==> src/rtl/dut_sample_pkg.sv <==
// Shared state encoding, default parameter values and width helpers for the
// DUT-side sample packer.
package dut_sample_pkg;

  typedef enum logic [2:0] {
    ST_IDLE    = 3'd0,
    ST_SEED    = 3'd1,
    ST_COLLECT = 3'd2,
    ST_DRAIN   = 3'd3,
    ST_DONE    = 3'd4
  } state_t;

  localparam int unsigned DEF_W          = 64;
  localparam int unsigned DEF_OUTPUT_W   = 4;
  localparam int unsigned DEF_COEFF_W    = 23;
  localparam int unsigned DEF_N_COEFF    = 256;
  localparam int unsigned DEF_FIFO_DEPTH = 4;

  function automatic int unsigned bundle_w(input int unsigned lanes, input int unsigned coeff_w);
    return lanes * coeff_w;
  endfunction

  // A single-lane build still needs a one-bit index register.
  function automatic int unsigned lane_idx_w(input int unsigned lanes);
    return (lanes > 1) ? $clog2(lanes) : 1;
  endfunction

  function automatic int unsigned cnt_w(input int unsigned n_coeff);
    return $clog2(n_coeff + 1);
  endfunction

endpackage

==> src/rtl/sample_fifo.sv <==
// Synchronous first-word-fall-through FIFO with flush; depth must be a power of 2.
module sample_fifo #(
  parameter int unsigned WIDTH = 92,
  parameter int unsigned DEPTH = 4
) (
  input  logic             clk,
  input  logic             rst_n,
  input  logic             flush,
  input  logic             push,
  input  logic [WIDTH-1:0] wdata,
  input  logic             pop,
  output logic [WIDTH-1:0] rdata,
  output logic             full,
  output logic             empty
);

  localparam int unsigned PTR_W = $clog2(DEPTH);

  logic [WIDTH-1:0] mem [DEPTH];
  logic [PTR_W:0]   wr_ptr;
  logic [PTR_W:0]   rd_ptr;
  logic             wr_en;
  logic             rd_en;

  // Extra pointer MSB distinguishes full from empty when the indices match.
  always_comb begin
    empty = (wr_ptr == rd_ptr);
    full  = (wr_ptr[PTR_W] != rd_ptr[PTR_W]) &&
            (wr_ptr[PTR_W-1:0] == rd_ptr[PTR_W-1:0]);
    rd_en = pop & !empty;
    wr_en = push & (!full | rd_en);
    rdata = mem[rd_ptr[PTR_W-1:0]];
  end

  always_ff @(posedge clk or negedge rst_n) begin
    if (!rst_n) begin
      wr_ptr <= '0;
      rd_ptr <= '0;
    end else if (flush) begin
      wr_ptr <= '0;
      rd_ptr <= '0;
    end else begin
      if (wr_en) wr_ptr <= wr_ptr + 1'b1;
      if (rd_en) rd_ptr <= rd_ptr + 1'b1;
    end
  end

  always_ff @(posedge clk) begin
    if (wr_en) mem[wr_ptr[PTR_W-1:0]] <= wdata;
  end

endmodule

==> src/rtl/dut_sample_packer.sv <==
// Accepts one host seed per run, forwards it to the sampler core, packs the
// returned coefficient stream into lane bundles and queues them for the host.
module dut_sample_packer
  import dut_sample_pkg::*;
#(
  parameter int unsigned pW          = DEF_W,
  parameter int unsigned pOUTPUT_W   = DEF_OUTPUT_W,
  parameter int unsigned pCOEFF_W    = DEF_COEFF_W,
  parameter int unsigned pN_COEFF    = DEF_N_COEFF,
  parameter int unsigned pFIFO_DEPTH = DEF_FIFO_DEPTH
) (
  input  logic                            crypto_clk,
  input  logic                            reset_n,
  input  logic                            i_clear,
  input  logic [pW-1:0]                   i_di,
  input  logic                            i_valid,
  output logic                            o_ready,
  output logic [pW-1:0]                   o_seed,
  output logic                            o_seed_valid,
  input  logic                            i_seed_ready,
  input  logic [pCOEFF_W-1:0]             i_coeff,
  input  logic                            i_coeff_valid,
  output logic                            o_coeff_ready,
  output logic [pOUTPUT_W*pCOEFF_W-1:0]   o_samples,
  output logic                            o_valid,
  input  logic                            i_ready,
  output logic                            o_busy,
  output logic                            o_done
);

  localparam int unsigned BUNDLE_W   = bundle_w(pOUTPUT_W, pCOEFF_W);
  localparam int unsigned LANE_IDX_W = lane_idx_w(pOUTPUT_W);
  localparam int unsigned CNT_W      = cnt_w(pN_COEFF);
  localparam logic [LANE_IDX_W-1:0] LAST_LANE = LANE_IDX_W'(pOUTPUT_W - 1);
  localparam logic [CNT_W-1:0]      LAST_CNT  = CNT_W'(pN_COEFF - 1);

  state_t                  state;
  state_t                  state_next;
  logic                    arm;
  logic [LANE_IDX_W-1:0]   lane_idx;
  logic [CNT_W-1:0]        coeff_cnt;
  logic [BUNDLE_W-1:0]     lanes;
  logic [BUNDLE_W-1:0]     bundle_next;
  logic [BUNDLE_W-1:0]     fifo_head;
  logic                    fifo_full;
  logic                    fifo_empty;
  logic                    push;
  logic                    pop;
  logic                    seed_xfer;
  logic                    coeff_xfer;
  logic                    last_lane;
  logic                    last_coeff;

  // Any pushing transfer (last lane or final partial bundle) needs FIFO room,
  // so the final coefficient is stalled on a full FIFO just like a last lane.
  always_comb begin
    pop           = !fifo_empty & i_ready;
    last_lane     = (lane_idx == LAST_LANE);
    last_coeff    = (coeff_cnt == LAST_CNT);
    o_ready       = (state == ST_SEED) & arm & !o_seed_valid & !i_clear;
    seed_xfer     = i_valid & o_ready;
    o_coeff_ready = (state == ST_COLLECT) & !i_clear &
                    (!(last_lane | last_coeff) | !fifo_full | pop);
    coeff_xfer    = i_coeff_valid & o_coeff_ready;
    push          = coeff_xfer & (last_lane | last_coeff);
    bundle_next   = lanes;
    bundle_next[lane_idx*pCOEFF_W +: pCOEFF_W] = i_coeff;
    o_valid       = !fifo_empty;
    o_samples     = fifo_empty ? '0 : fifo_head;
  end

  always_comb begin
    state_next = state;
    o_busy     = 1'b0;
    o_done     = 1'b0;
    unique case (state)
      ST_IDLE:    state_next = ST_IDLE;
      ST_SEED: begin
        o_busy = 1'b1;
        if (o_seed_valid && i_seed_ready) state_next = ST_COLLECT;
      end
      ST_COLLECT: begin
        o_busy = 1'b1;
        if (coeff_xfer && last_coeff) state_next = ST_DRAIN;
      end
      ST_DRAIN: begin
        o_busy = 1'b1;
        if (fifo_empty) state_next = ST_DONE;
      end
      ST_DONE:    o_done = 1'b1;
      default:    state_next = ST_IDLE;
    endcase
    if (i_clear) state_next = ST_SEED;
  end

  always_ff @(posedge crypto_clk or negedge reset_n) begin
    if (!reset_n) state <= ST_IDLE;
    else          state <= state_next;
  end

  always_ff @(posedge crypto_clk or negedge reset_n) begin
    if (!reset_n) begin
      o_seed       <= '0;
      o_seed_valid <= 1'b0;
      arm          <= 1'b0;
    end else if (i_clear) begin
      o_seed_valid <= 1'b0;
      arm          <= 1'b1;
    end else if (seed_xfer) begin
      o_seed       <= i_di;
      o_seed_valid <= 1'b1;
      arm          <= 1'b0;
    end else if (o_seed_valid && i_seed_ready) begin
      o_seed_valid <= 1'b0;
    end
  end

  always_ff @(posedge crypto_clk or negedge reset_n) begin
    if (!reset_n) begin
      lanes     <= '0;
      lane_idx  <= '0;
      coeff_cnt <= '0;
    end else if (i_clear) begin
      lanes     <= '0;
      lane_idx  <= '0;
      coeff_cnt <= '0;
    end else if (coeff_xfer) begin
      coeff_cnt <= coeff_cnt + 1'b1;
      if (push) begin
        lanes    <= '0;
        lane_idx <= '0;
      end else begin
        lanes    <= bundle_next;
        lane_idx <= lane_idx + 1'b1;
      end
    end
  end

  sample_fifo #(
    .WIDTH (BUNDLE_W),
    .DEPTH (pFIFO_DEPTH)
  ) u_fifo (
    .clk   (crypto_clk),
    .rst_n (reset_n),
    .flush (i_clear),
    .push  (push),
    .wdata (bundle_next),
    .pop   (pop),
    .rdata (fifo_head),
    .full  (fifo_full),
    .empty (fifo_empty)
  );

endmodule

==> config.mk <==
export PLATFORM = sky130hd
export DESIGN_NAME = dut_sample_packer
export DESIGN_NICKNAME = d
export VERILOG_FILES = /design/src/rtl/dut_sample_pkg.sv /design/src/rtl/sample_fifo.sv /design/src/rtl/dut_sample_packer.sv
export SDC_FILE = /design/constraint.sdc
export NUM_CORES = 1
export LEC_CHECK = 0
export CAP_MARGIN = 15
export CORE_MARGIN = 3
export CORE_UTILIZATION = 56
export CTS_CLUSTER_SIZE = 20
export DETAILED_ROUTE_END_ITERATION = 10
export GPL_TIMING_DRIVEN = 1
export PLACE_DENSITY = 0.86
export SKIP_CTS_REPAIR_TIMING = 1
export SLEW_MARGIN = 10
export SYNTH_ARGS = -nofsm -noshare
export SYNTH_HDL_FRONTEND = slang
export SYNTH_SLANG_ARGS = --single-unit
==> constraint.sdc <==
create_clock -name crypto_clk -period 13.7 [get_ports crypto_clk]
set_input_delay 2.74 -clock crypto_clk [delete_from_list [all_inputs] [get_ports crypto_clk]]
set_output_delay 2.74 -clock crypto_clk [all_outputs]
set_load 0.05 [all_outputs]
==> metrics, run 1 <==
DRC 0; reg2reg start u_fifo.rd_ptr[0]$_DFFE_PN0P_; Worst-path clk slew 60 ps; # setup viols final 0; family with the most delay on the worst path buffers and inverters; Layout area overhead 21.5%; DP HPWL 32.2 mm; PwrDens 144 nW/µm²; fmax 0.133 GHz; cts bufs inserted 52; yosys warns 0; RSZ-0062 raised after global routing false; ant diodes 0; fill cell count 2388; Slew HR 22.3%; CP max-delay cell clkdlybuf4s50_1; maximum fanout along the worst path 7; starting density of the core 57.0%; first-pass GRT wire length 81.2 mm; Worst Path Required 10960 ps; Iteration-0 DRC Markers 1405; nets 1683; TritonRoute pass-1 iters 6; power share of the clock group 36.8%; HP Class flip-flop to flip-flop; FF-to-FF End u_fifo.mem[2][48]$_DFFE_PP_; design area 26900 µm²; H-tree Lvls 2; Core Util, Final 69.3%; maxcap violations 0; Hold Vio Cnt, Final 0; fraction of layout cells with a size suffix above 1 16.9%; final WL 53.1 mm; DRT antenna net count 0; Post-Syn Area 22100 µm²; reg2reg setup slack 9910 ps; EDFF count, synth 368; dpl cell area 25200 µm²; I/O Buffers 255; post-synthesis average cell area 16.7 µm²; Root Driver clkbuf_16; Sw Pwr 0.00103 W; Final min period 7540 ps; grt total ovfl 0; routability cong. 0.791; WS Path Type input pin to output pin; total track usage 25.6%; kind of end point of the critical path output pin; crit start category input pin; CP bufs+invs 2; Ports 256; syn nets 1433; Seq pwr share 48.1%; Synth Register Bits 546; core area 38800 µm²; internal power 0.00286 W; Worst Skew 26.8 ps; maximum vdd drop 125 µV; Synth cell types 49; Bufs on Longest Clock Path 3; largest net degree at the start of global routing 105; CTS Sinks 546; Cells after Synth 1326; Critical Path Most Common Cell clkdlybuf4s50_1; Synth Flop Type edfxtp_1; worst r2r path cells 5; CP Cell Sequence clkdlybuf4s50_1 > o21ba_2 > nand4_1 > and2_1 > clkdlybuf4s50_1; sequential-to-total area share from yosys stat 70.0%; Tot Pwr 0.00388 W; status complete, no violations; hold path start arm$_DFFE_PN0P_; Crit. Startpoint i_ready; CP peak stage delay 700 ps; worst-margin pin slew 1160 ps; Sw Share 26.4%; Worst setup endpoint o_coeff_ready; DR vias 13000; Pleak 10.5 nW; async set-or-reset flop fraction in the synthesized netlist 32.6%; Chip Height 205 µm; Die X 205 µm; DR vias/cell 6.10; DR WL/cell 24.8 µm; Comb power frac 15.1%; Worst Path Arrival 4800 ps; vias in the first global route 13700; clk_lat worst skew 600 ps; CP Depth 5; setup_tns 0 ps; row count 72; Pins Over Slew Limit 0; period utilization 55.1%; die area 42000 µm²; TritonCTS clock tree built; initial antenna violation count 1
## metrics by stage
stage	hold slack, ps	cells	worst slack [ps]
global route	505	2138	6090
CTS	491	2138	6160
global placement	464	2040	6170
detailed placement	474	2040	6170
floorplan	450	1326	4460
finish	488	2138	6160
## cells in the final DEF, fill, tap and decap left out, types with 3 or more instances in the layout
master           count
nand3_1              5
clkdlybuf4s50_1    254
a2bb2oi_1           23
o2bb2ai_1           25
bufinv_16            3
dfrtp_1            176
nor2_1               9
o31ai_1              6
xor2_1               5
nor3_2               4
and2_4               3
clkinv_2             5
a21oi_1             10
mux2_2              67
ha_1                13
clkbuf_16           54
nor4b_4              3
nand4_1              3
mux4_2              92
clkinv_1             4
edfxtp_1           368
clkbuf_8             7
buf_4               20
inv_1              103
and4_1               3
nand2_1             53
a22o_1              91
or4_1                6
or3_1                4
o21ai_0             48
clkbuf_1            21
and2_1              94
## worst min path at each step
stage                            endpoint  depth (start not counted)  slack (ps)
floorplan                 arm$_DFFE_PN0P_                          1         450
global placement          arm$_DFFE_PN0P_                          1         460
detailed placement  lanes[47]$_DFFE_PN0P_                          1         470
CTS                       arm$_DFFE_PN0P_                          1         490
global route              arm$_DFFE_PN0P_                          1         500
finish                    arm$_DFFE_PN0P_                          1         490
## cells by family (layout without fill, tap and decap cells)
| kind of cell | after synthesis | after routing | synth area share (%) |
|---|---|---|---|
| adders and majority gates | 13 | 13 | 0.734 |
| AOI/OAI and AO/OA | 213 | 213 | 7.36 |
| xor gates and xnor gates | 7 | 7 | 0.277 |
| muxes | 161 | 161 | 12.9 |
| and+or+nand+nor | 203 | 203 | 5.28 |
| buffers and inverters | 183 | 477 | 3.49 |
| DFF | 546 | 546 | 70.0 |
## layout make-up
cell class	instances	area, µm²	area share (%)
clock buffer	82	1530	5.67
clock inverter	16	188	0.698
inverter	104	390	1.45
multi-input combinational	597	5940	22.1
sequential	546	15500	57.7
tap	518	648	2.41
timing repair buffer	275	2700	10.0
## synth_stat cells (2+ instances only)
master | count | area, µm²
a31oi_1 | 2 | 12.5
edfxtp_1 | 368 | 11100
or3_1 | 4 | 25.0
clkbuf_1 | 43 | 161
nand4_1 | 3 | 18.8
and2_1 | 97 | 607
nand3_1 | 5 | 25.0
buf_4 | 4 | 30.0
nand2_1 | 54 | 203
and4_1 | 3 | 26.3
nor3_1 | 4 | 20.0
nor4b_1 | 3 | 26.3
o21ai_0 | 48 | 240
o22ai_1 | 2 | 12.5
dfrtp_1 | 178 | 4450
buf_2 | 26 | 130
mux2_2 | 67 | 754
mux2i_1 | 2 | 20.0
a22o_1 | 91 | 797
inv_1 | 104 | 390
xor2_1 | 5 | 43.8
o2bb2ai_1 | 25 | 219
ha_1 | 13 | 163
nor2_1 | 11 | 41.3
or4_1 | 6 | 45.0
and3_1 | 2 | 12.5
a2bb2oi_1 | 23 | 201
nor4b_4 | 2 | 47.6
mux4_2 | 92 | 2070
a21oi_1 | 10 | 50.1
xnor2_1 | 2 | 17.5
o31ai_1 | 6 | 45.0
buf_6 | 5 | 56.3
## worst reg2reg max path, stage by stage, from the launching register on
cell	delay, ps
dfrtp_4	1060
xor2_1	360
nor4b_1	170
nor3_2	360
and2_4	550
buf_4	870
## per-layer routing
layer	vias up	track usage [%]	routed length [µm]
li1	5528	-	-
met1	6620	33.7	19700
met2	793	41.6	26000
met3	103	7.10	5720
met4	2	8.84	1600
met5	-	0	7
## sequential cells by signal, summed over array words and instances, names as in the netlist
name           count
arm                1
u_fifo.rd_ptr      3
coeff_cnt          9
u_fifo.mem       368
lanes             92
lane_idx           2
o_seed_valid       1
o_seed            64
state              3
u_fifo.wr_ptr      3
## power by group through the flow
stage               Clock (W)  Sequential [W]  Combinational (W)
CTS                   0.00145         0.00187           0.000590
global route          0.00151         0.00188           0.000609
finish                0.00143         0.00187           0.000586
floorplan                   0         0.00215          0.0000962
detailed placement          0         0.00190           0.000585
global placement            0         0.00190           0.000579
Power figures use the tool's default switching activity.
==> run 2: changes to the inputs <==
==> constraint.sdc (replaced) <==
create_clock -name crypto_clk -period 7.32 [get_ports crypto_clk]
set_input_delay 1.464 -clock crypto_clk [delete_from_list [all_inputs] [get_ports crypto_clk]]
set_output_delay 1.464 -clock crypto_clk [all_outputs]
set_load 0.05 [all_outputs]
==> metrics, run 2 (synthesis results as in run 1) <==
TritonRoute pass-1 iters 5; Pins Over Slew Limit 0; Pleak 10.5 nW; kind of end point of the critical path output pin; DRT antenna net count 0; die area 42000 µm²; reg2reg start u_fifo.rd_ptr[1]$_DFFE_PN0P_; Post-Route Hold Slack 486 ps; Bufs on Longest Clock Path 3; maxcap violations 0; crit start category flip-flop; I/O Buffers 255; Ports 256; initial antenna violation count 3; dpl cell area 25200 µm²; fmax 0.180 GHz; design area 27000 µm²; routability cong. 0.806; WS Path Type flip-flop to output pin; final worst setup slack 1750 ps; CP Cell Sequence xor2_1 > nor3_1 > inv_2 > buf_4 > and2_1 > clkdlybuf4s50_1; most frequent cells in the layout edfxtp_1, clkdlybuf4s50_1, dfrtp_1; clk_lat worst skew 590 ps; CP max-delay cell dfrtp_4; maximum fanout along the worst path 55; Finished Layout Cells 2143; fraction of layout cells with a size suffix above 1 18.2%; Worst Path Arrival 4100 ps; grt total ovfl 0; vias in the first global route 13800; final WL 52.9 mm; # setup viols final 0; largest net degree at the start of global routing 76; hold path start arm$_DFFE_PN0P_; Iteration-0 DRC Markers 1189; maximum vdd drop 305 µV; Worst-path clk slew 70 ps; TritonCTS clock tree built; row count 72; DR WL/cell 24.7 µm; status complete, no violations; H-tree Lvls 2; Chip Height 205 µm; core area 38800 µm²; total track usage 25.7%; fill cell count 2405; Placed Cells incl. Taps 2045; Layout area overhead 22.0%; DP HPWL 32.7 mm; period utilization 76.0%; commonest non-fill, non-tap cell in the layout edfxtp_1; PwrDens 272 nW/µm²; DRC 0; Worst Skew 17.8 ps; Setup WS pre-CTS 2260 ps; cts bufs inserted 52; Root Driver clkbuf_16; first-pass GRT wire length 81.6 mm; CTS Sinks 546; starting density of the core 57.0%; Worst Path Required 5860 ps; DR vias 13100; worst-margin pin slew 1130 ps; Die X 205 µm; Crit. Startpoint u_fifo.rd_ptr[1]$_DFFE_PN0P_; setup_tns 0 ps; nets 1688; CP peak stage delay 900 ps; Slew HR 24.3%; Final min period 5570 ps; DR vias/cell 6.13; Largest register FFs 368; RSZ-0062 raised after global routing false; HP Class flip-flop to flip-flop; Hold Vio Cnt, Final 0
[run 2: cell type report]
type                    instances  area [µm²]  share of cell area [%]
flip-flops and latches        546       15500                    57.4
multi-input cells             597        5950                    22.0
repair buffers                280        2740                    10.1
clock buffers                  67        1450                    5.36
well taps                     518         648                    2.40
inverters                     104         390                    1.44
clock inverters                30         324                    1.20
diodes                          1        2.50                 0.00926
[run 2: critical path, delay by kind of cell, from the launching register on]
kind                   cells  cell delay (ps)
AND/OR/NAND/NOR            2              380
XOR/XNOR                   1              340
flip-flops                 1              900
buffers and inverters      3             1810
[run 2: power by group]
group | switching (W) | internal [W]
sequential | 0.0000820 | 0.00341
combinational | 0.000707 | 0.000386
clock | 0.00116 | 0.00162
[run 2: final timing paths]
| path | endpoint | slack, ps | depth (start not counted) |
|---|---|---|---|
| worst min-delay path | arm$_DFFE_PN0P_ | 490 | 1 |
| worst max-delay path | o_samples[64] | 1750 | 6 |
| worst min register to register | arm$_DFFE_PN0P_ | 490 | 1 |
| worst max register to register | state[0]$_DFFE_PN0P_ | 3830 | 6 |
| min in group asynchronous | lanes[25]$_DFFE_PN0P_ | 760 | 1 |
| max in group asynchronous | lanes[58]$_DFFE_PN0P_ | 5230 | 2 |
[run 2: layer usage]
| layer | GRT usage (%) | share of wire [%] |
|---|---|---|
| met1 | 34.4 | 38 |
| met2 | 41.0 | 48 |
| met3 | 6.04 | 10 |
| met4 | 11.3 | 4.3 |
| met5 | 0 | 0.025 |
[run 2: stage by stage]
step	total power [W]	utilization (%)
2_1_floorplan	0.00420	-
3_3_place_gp	0.00463	65.0
3_5_place_dp	0.00465	65.0
4_1_cts	0.00741	69.6
5_1_grt	0.00759	69.6
6_report	0.00736	69.6
==> run 3: changes to the inputs <==
--- a/config.mk
+++ b/config.mk
@@ -7,11 +7,11 @@
 export LEC_CHECK = 0
 export CAP_MARGIN = 15
 export CORE_MARGIN = 3
-export CORE_UTILIZATION = 56
+export CORE_UTILIZATION = 51
 export CTS_CLUSTER_SIZE = 20
 export DETAILED_ROUTE_END_ITERATION = 10
 export GPL_TIMING_DRIVEN = 1
-export PLACE_DENSITY = 0.86
+export PLACE_DENSITY = 0.83
 export SKIP_CTS_REPAIR_TIMING = 1
 export SLEW_MARGIN = 10
 export SYNTH_ARGS = -nofsm -noshare
==> constraint.sdc (replaced) <==
create_clock -name crypto_clk -period 4.67 [get_ports crypto_clk]
set_input_delay 0.934 -clock crypto_clk [delete_from_list [all_inputs] [get_ports crypto_clk]]
set_output_delay 0.934 -clock crypto_clk [all_outputs]
set_load 0.05 [all_outputs]
==> metrics, run 3 (synthesis results as in run 1) <==
status complete, no violations; TritonRoute pass-1 iters 8; M2 GR Usage 37.5%; row count 75; crit start category flip-flop; ant diodes 0; Hold Vio Cnt, Final 0; cts bufs inserted 53; kind of end point of the critical path output pin; core area 42400 µm²; Worst Skew 27.6 ps; fmax 0.235 GHz; DR WL/cell 24.0 µm; most frequent cells in the layout edfxtp_1, clkdlybuf4s50_1, dfrtp_1; nets 1690; H-tree Lvls 2; maximum vdd drop 444 µV; Pleak 10.6 nW; routability cong. 0.790; Bufs on Longest Clock Path 3; clk_lat worst skew 620 ps; vias in the first global route 13900; Pins Over Slew Limit 0; fraction of layout cells with a size suffix above 1 17.9%; DR vias 13000; Core Util, Final 64.2%; DR vias/cell 5.89; TritonCTS clock tree built; CTS Sinks 546; # setup viols final 0; first-pass GRT wire length 82.1 mm; Die X 214 µm; PwrDens 426 nW/µm²; grt total ovfl 0; DP HPWL 32.5 mm; period utilization 91.1%; setup_tns 0 ps; commonest non-fill, non-tap cell in the layout edfxtp_1; I/O Buffers 255; Ports 256; Chip Height 214 µm; worst-margin pin slew 1120 ps; Slew HR 25.3%; initial antenna violation count 2; HP Class input pin to async pin; WS Path Type flip-flop to output pin; GRT Max-Usage Layer met2; DRC 0; GR Util met1 30.0%; DRT antenna net count 0; Worst Path Arrival 3320 ps; Root Driver clkbuf_16; Worst-path clk slew 60 ps; total track usage 23.2%; die area 46000 µm²; maxcap violations 0; M3 GR Usage 6.76%; Worst Path Required 3740 ps; worst r2r path cells 5; Largest register FFs 368; Final min period 4260 ps; Iteration-0 DRC Markers 1171; Layout area overhead 23.0%; largest net degree at the start of global routing 96; starting density of the core 52.2%; final WL 52.8 mm; Tot Pwr 0.0116 W; RSZ-0062 raised after global routing false; maximum fanout along the worst path 55
-- run 3: per-stage QoR --
step | area [µm²] | setup slack (ps) | std cells | hold slack (ps)
2_1_floorplan | 22200 | -438 | 1326 | 450
3_3_place_gp | 25400 | 1060 | 2105 | 468
3_5_place_dp | 25400 | 981 | 2105 | 473
4_1_cts | 27200 | 346 | 2205 | 329
5_1_grt | 27200 | 116 | 2205 | 343
6_report | 27200 | 415 | 2205 | 322
-- run 3: final timing paths --
kind	from	to	slack, ps
worst max-delay path	u_fifo.wr_ptr[0]$_DFFE_PN0P_	o_samples[23]	410
worst min-delay path	reset_n	o_seed[60]$_DFFE_PN0P_	320
worst max register to register	lane_idx[0]$_DFFE_PN0P_	u_fifo.mem[1][69]$_DFFE_PP_	1540
worst min register to register	arm$_DFFE_PN0P_	arm$_DFFE_PN0P_	490
max in group asynchronous	reset_n	lanes[79]$_DFFE_PN0P_	3430
min in group crypto_clk	arm$_DFFE_PN0P_	arm$_DFFE_PN0P_	490
-- run 3: final cells by class --
cell class,instances,area (µm²)
inverter,104,390
clock inverter,28,345
sequential,546,15500
multi-input combinational,597,5950
tap,577,722
fill,2894,15200
clock buffer,72,1470
timing repair buffer,281,2860
-- run 3: worst max-delay path: stages (launching register included) --
cell and delay [ps]:
dfrtp_1 510, xor2_1 310, nor3_1 150, inv_2 430, buf_12 260, and2_1 160, clkdlybuf4s50_1 830
-- run 3: layer usage --
metal	vias to the layer above	wire length (µm)	share of wire [%]
li1	5543	-	-
met1	6612	19900	38
met2	709	25500	48
met3	118	5360	10
met4	4	2040	3.9
met5	-	34	0.064
-- run 3: power breakdown --
group / internal (W) / leakage [nW] / switching (W) / total (W)
Clock: 0.00260 / 0.877 / 0.00182 / 0.00442
Sequential: 0.00535 / 6.30 / 0.000124 / 0.00547
Combinational: 0.000607 / 3.38 / 0.00111 / 0.00171
Total: 0.00856 / 10.6 / 0.00305 / 0.0116
